--- config.mk ---
export PLATFORM = sky130hd
export DESIGN_NAME = gcd_arbiter
export DESIGN_NICKNAME = d
export VERILOG_FILES = /design/src/rtl/gcd_arbiter.sv
export SDC_FILE = /design/constraint.sdc
export NUM_CORES = 1
export LEC_CHECK = 0
export BUFFER_PORTS_ARGS = -buffer_cell sky130_fd_sc_hd__clkbuf_2
export CAP_MARGIN = 25
export CELL_PAD_IN_SITES_DETAIL_PLACEMENT = 1
export CELL_PAD_IN_SITES_GLOBAL_PLACEMENT = 1
export CORE_AREA = 2 2 158 160
export CTS_CLUSTER_SIZE = 24
export DETAILED_ROUTE_END_ITERATION = 12
export DIE_AREA = 0 0 160 162
export GPL_TIMING_DRIVEN = 0
export PLACE_DENSITY = 0.62
export SETUP_SLACK_MARGIN = 0.3
export SLEW_MARGIN = 20
export SYNTH_ARGS = -nofsm -noshare
export SYNTH_HDL_FRONTEND = slang
export SYNTH_SLANG_ARGS = --single-unit
--- constraint.sdc ---
create_clock -name clk -period 4.1 [get_ports clk]
set_input_delay 0.205 -clock clk [delete_from_list [all_inputs] [get_ports clk]]
set_output_delay 0.205 -clock clk [all_outputs]
set_load 0.01 [all_outputs]
--- src/rtl/gcd_arbiter.sv ---
// gcd_arbiter: shares one GCD coprocessor between N requesters.
// Round-robin grant with a hold-while-presented lock on the issue side.
// An in-order tag FIFO steers each returning result to the requester that
// issued it. Both directions are zero-latency combinational paths.
//
// Handshake rule (every val/rdy pair in this block): a transfer happens on the
// rising edge where val and rdy are both high. A producer keeps val and its
// data stable until that transfer. The coprocessor returns results in the
// same order it accepted operands.
module gcd_arbiter #(
  parameter int W     = 32,
  parameter int N     = 4,
  parameter int DEPTH = 4
) (
  input  logic                     clk,
  input  logic                     reset,
  input  logic [N-1:0]             req_val,
  output logic [N-1:0]             req_rdy,
  input  logic [N*W-1:0]           req_bits_A,
  input  logic [N*W-1:0]           req_bits_B,
  output logic [N-1:0]             resp_val,
  input  logic [N-1:0]             resp_rdy,
  output logic [W-1:0]             resp_bits,
  output logic                     gcd_operands_val,
  input  logic                     gcd_operands_rdy,
  output logic [W-1:0]             gcd_operands_bits_A,
  output logic [W-1:0]             gcd_operands_bits_B,
  input  logic                     gcd_result_val,
  output logic                     gcd_result_rdy,
  input  logic [W-1:0]             gcd_result_bits,
  output logic [$clog2(DEPTH):0]   outstanding,
  output logic                     err_orphan
);

  localparam int TW = (N > 1) ? $clog2(N) : 1;
  localparam int PW = $clog2(DEPTH);
  localparam int CW = PW + 1;
  localparam logic [TW:0] N_WIDE = (TW+1)'(N);

  // Arbitration state
  logic [TW-1:0] ptr_q, ptr_d;
  logic          locked_q, locked_d;
  logic [TW-1:0] lidx_q, lidx_d;

  // Tag FIFO state
  logic [TW-1:0] tags_q [DEPTH];
  logic [PW-1:0] head_q, head_d;
  logic [PW-1:0] tail_q, tail_d;
  logic [CW-1:0] count_q, count_d;
  logic          err_orphan_q, err_orphan_d;

  logic          any_grant;
  logic [TW-1:0] grant;
  logic [TW:0]   scan_idx;
  logic          full, empty;
  logic [TW-1:0] head_tag;
  logic          issue_fire, return_fire;

  assign full     = (count_q == CW'(DEPTH));
  assign empty    = (count_q == '0);
  assign head_tag = tags_q[head_q];

  // Grant: the locked index while locked, else first valid from ptr upward
  always_comb begin
    any_grant = 1'b0;
    grant     = '0;
    scan_idx  = '0;
    if (locked_q) begin
      any_grant = 1'b1;
      grant     = lidx_q;
    end else begin
      for (int k = 0; k < N; k++) begin
        scan_idx = {1'b0, ptr_q} + (TW+1)'(k);
        if (scan_idx >= N_WIDE) scan_idx = scan_idx - N_WIDE;
        if (!any_grant && req_val[scan_idx[TW-1:0]]) begin
          any_grant = 1'b1;
          grant     = scan_idx[TW-1:0];
        end
      end
    end
  end

  // Issue side; all handshake outputs are forced low while in reset
  assign gcd_operands_val    = !reset && any_grant && !full;
  assign gcd_operands_bits_A = any_grant ? req_bits_A[grant*W +: W] : '0;
  assign gcd_operands_bits_B = any_grant ? req_bits_B[grant*W +: W] : '0;
  assign issue_fire          = gcd_operands_val && gcd_operands_rdy;

  // Only the granted requester may see its accept
  always_comb begin
    req_rdy = '0;
    if (!reset && any_grant && !full && gcd_operands_rdy) req_rdy[grant] = 1'b1;
  end

  // Return side: the head tag picks which requester sees the result
  always_comb begin
    resp_val = '0;
    if (!reset && !empty) resp_val[head_tag] = gcd_result_val;
  end

  assign gcd_result_rdy = !reset && !empty && resp_rdy[head_tag];
  assign resp_bits      = gcd_result_bits;
  assign return_fire    = gcd_result_val && gcd_result_rdy;

  assign outstanding = count_q;
  assign err_orphan  = err_orphan_q;

  // Next-state: pointer advance, lock, FIFO pointers/count, orphan flag
  always_comb begin
    ptr_d        = ptr_q;
    locked_d     = locked_q;
    lidx_d       = lidx_q;
    head_d       = head_q;
    tail_d       = tail_q;
    count_d      = count_q;
    err_orphan_d = err_orphan_q;
    if (issue_fire) begin
      ptr_d    = (grant == TW'(N-1)) ? '0 : grant + 1'b1;
      locked_d = 1'b0;
      tail_d   = tail_q + 1'b1;
    end else if (gcd_operands_val) begin
      // Presented but not taken: freeze the grant until it fires
      locked_d = 1'b1;
      lidx_d   = grant;
    end
    if (return_fire) head_d = head_q + 1'b1;
    case ({issue_fire, return_fire})
      2'b10:   count_d = count_q + 1'b1;
      2'b01:   count_d = count_q - 1'b1;
      default: count_d = count_q;
    endcase
    if (!reset && gcd_result_val && empty) err_orphan_d = 1'b1;
  end

  // Control registers with synchronous reset
  always_ff @(posedge clk) begin
    if (reset) begin
      ptr_q        <= '0;
      locked_q     <= 1'b0;
      lidx_q       <= '0;
      head_q       <= '0;
      tail_q       <= '0;
      count_q      <= '0;
      err_orphan_q <= 1'b0;
    end else begin
      ptr_q        <= ptr_d;
      locked_q     <= locked_d;
      lidx_q       <= lidx_d;
      head_q       <= head_d;
      tail_q       <= tail_d;
      count_q      <= count_d;
      err_orphan_q <= err_orphan_d;
    end
  end

  // Tag storage; contents are don't-care outside head..tail
  always_ff @(posedge clk) begin
    if (issue_fire) tags_q[tail_q] <= grant;
  end

endmodule

==> impl_metrics.toml <==
[grt]
grt-ovfl-total = 0
grt_util_all_layers = 0.139
grt_pass1_wl_um = 28000
grt_pass1_vias = 4862
antenna_found_initial = 0
grt_start_max_net_pins = 15

[drt]
wl_um = 19100
vias = 4460
firstDrtPassIters = 4
drc = 0
drtAntennaViolNets = 0
drt-initial-drc-count = 112
wl_per_cell_um = 17.6
vias_per_cell = 4.11

[synthesis]
syn_area_per_cell_um2 = 8.68
ys_top_cells_by_area = "mux2i_1, o22ai_1, dfxtp_1"
synth_simple_gate_area_frac = 0.0757
yosys.area.top_type = "mux2i_1"
synth.top_cell.area_share = 0.397
synth_edf_count = 8
synthArstFlopShare = 0
synthFlopType = "dfxtp_1"
yosys.area_share.adder = 0.0401
synth_common_cells = "mux2i_1, o22ai_1, buf_4, nor2_1"
synth_cells = 381
synth_fp_nets = 691
synthMuxAreaShare = 0.411
synth_seq_cells = 23
synth_compound_area_frac = 0.165
synth_xor_xnor_area_share = 0.0132
yosys_warnings = 0
yosysSeqAreaShare = 0.164
synthDistinctLibCells = 39
yosysMostFrequentCell = "mux2i_1"
synth_top_family_by_area = "multiplexers"
syn_area_um2 = 3310

[clock_network]
ctsHoldBuffers = 0
cts_tree = "yes"
insertion_delay_ps = 260
clock-sinks = 23
cts_max_level = 1
postCtsSetupBuffers = 0
cts.reportedPaths.clkPinSlew_ps = 60
numCtsBuffers = 3
cts_buffer_depth = 2
ctsResizeCount = 0
root_buffer = "clkbuf_16"

[floorplan]
core_um2 = 24100
die_area_um2 = 25900
die_w_um = 160
start_util = 0.137
die_h_um = 162
std_cell_rows = 57
ios = 410

[worst_setup_path]
critical_path.cell_chain = "nand2_1 > o21ai_0 > nor2_1 > o31ai_1 > buf_2 > buf_2 > mux2i_1 > o22ai_1 > clkbuf_2"
crit_path_frequent_cell = "buf_2"
cp-end-kind = "output port"
critPathMaxStageDelay_ps = 550
path_delay_family = "buffers and inverters"
path_class = "reg -> out"
crit_fanout = 10
r2r_slack_ps = 980
path_buf_inv = 3
cp-start-kind = "flip-flop"
worstPathRequired_ps = 3890
crit_slowest_cell = "o31ai_1"
arrival_ps = 2990

[cells_and_area]
layout-drive-gt1-share = 0.569
fillerInstances = 3075
nets = 1072
syn2layout_area_growth_pct = 71.7
n_antenna_cell = 0
fin_cells = 1085
ff_latch_area_um2 = 541
multi_input_area_um2 = 2330

[power_and_ir_drop]
ir_worst_vdd_mv = 0.125
power.leakage_nw = 3.32
p_total_w = 0.00141
pwr_density_cell_nw_per_um2 = 249

[timing]
max_freq_ghz = 0.313
slew_viol_final = 0
rsz0062_at_grt = "no"
max_slew_margin = 0.478
period_share = 0.780
fin_hold_ws_ps = 160
finalSetupViolations = 0
final-hold-violation-count = 0
tns_ps = 0
skew_ps = 0.950
fin_crit_ps = 3200
tightest_slew_ps = 783

[placement]
numPortBuffers = 376
gp_congestion = 0.863
dp.cells = 1081
dpl.hpwl_um = 16700

[flow_run]
max_cap_viol_count = 0

[outcome]
status = "finished, final reports clean"

[worst_hold_path]
worstHoldPathType = "in -> reg"
[path summary, 6_finish.rpt]
kind	to	depth (start not counted)	start
worst max-delay path	gcd_operands_bits_A[2]	9	ptr_q[1]
worst max register to register	outstanding[2]	9	flip-flop
worst min-delay path	outstanding[2]	2	reset
worst min register to register	err_orphan	2	err_orphan
[cell families after synthesis]
family / after synthesis
muxes: 133
AOI/OAI and AO/OA: 87
buffers and inverters: 75
and+or+nand+nor: 48
DFF: 23
adders and majority gates: 10
xor gates and xnor gates: 5
[cells in the final DEF (no fill, tap or decap), drive strengths merged, types with 8 or more instances in the layout]
cell | netlist | layout
o22ai | 66 | 66
inv | 11 | 11
a21oi | 9 | 9
nor2 | 19 | 19
buf | 48 | 48
mux2i | 131 | 131
clkbuf | 16 | 395
nand2 | 8 | 8
ha | 9 | 9
edfxtp | 8 | 8
and3 | 8 | 8
dfxtp | 15 | 15
[state kept, by name, summed over array words and instances (netlist names), named ones only]
name,flops
err_orphan,1
head_q,2
lidx_q,2
locked_q,1
outstanding,3
ptr_q,2
tags_q,8
tail_q,2
[power by group]
group | internal [W] | total [W] | leakage [nW] | switching (W)
clock | 0.000132 | 0.000217 | 0.0371 | 0.0000844
sequential | 0.000249 | 0.000259 | 0.196 | 0.00000975
combinational | 0.000424 | 0.000935 | 3.09 | 0.000511
total | 0.000806 | 0.00141 | 3.32 | 0.000605
[metal layers]
metal | vias up | track usage | wire length [um]
li1 | 2165 | - | -
met1 | 2102 | 0.172 | 7960
met2 | 179 | 0.254 | 9670
met3 | 14 | 0.0276 | 1180
met4 | 0 | 0.0213 | 248
met5 | - | 0 | 0
[metrics by stage]
stage | util | setup slack [ps] | area (um^2)
2_1_floorplan | - | 1200 | 3310
3_3_place_gp | 0.232 | 959 | 5590
3_5_place_dp | 0.232 | 945 | 5590
4_1_cts | 0.235 | 650 | 5680
5_1_grt | 0.235 | 586 | 5680
6_report | 0.235 | 900 | 5680
[cell type report]
cell class | count | area share
buffer | 64 | 0.0688
clock buffer | 3 | 0.0132
clock inverter | 1 | 0.00132
inverter | 11 | 0.00728
multi-input combinational | 283 | 0.411
sequential | 23 | 0.0952
tap | 324 | 0.0714
timing repair buffer | 376 | 0.332
(Power assumes the default switching activity.)
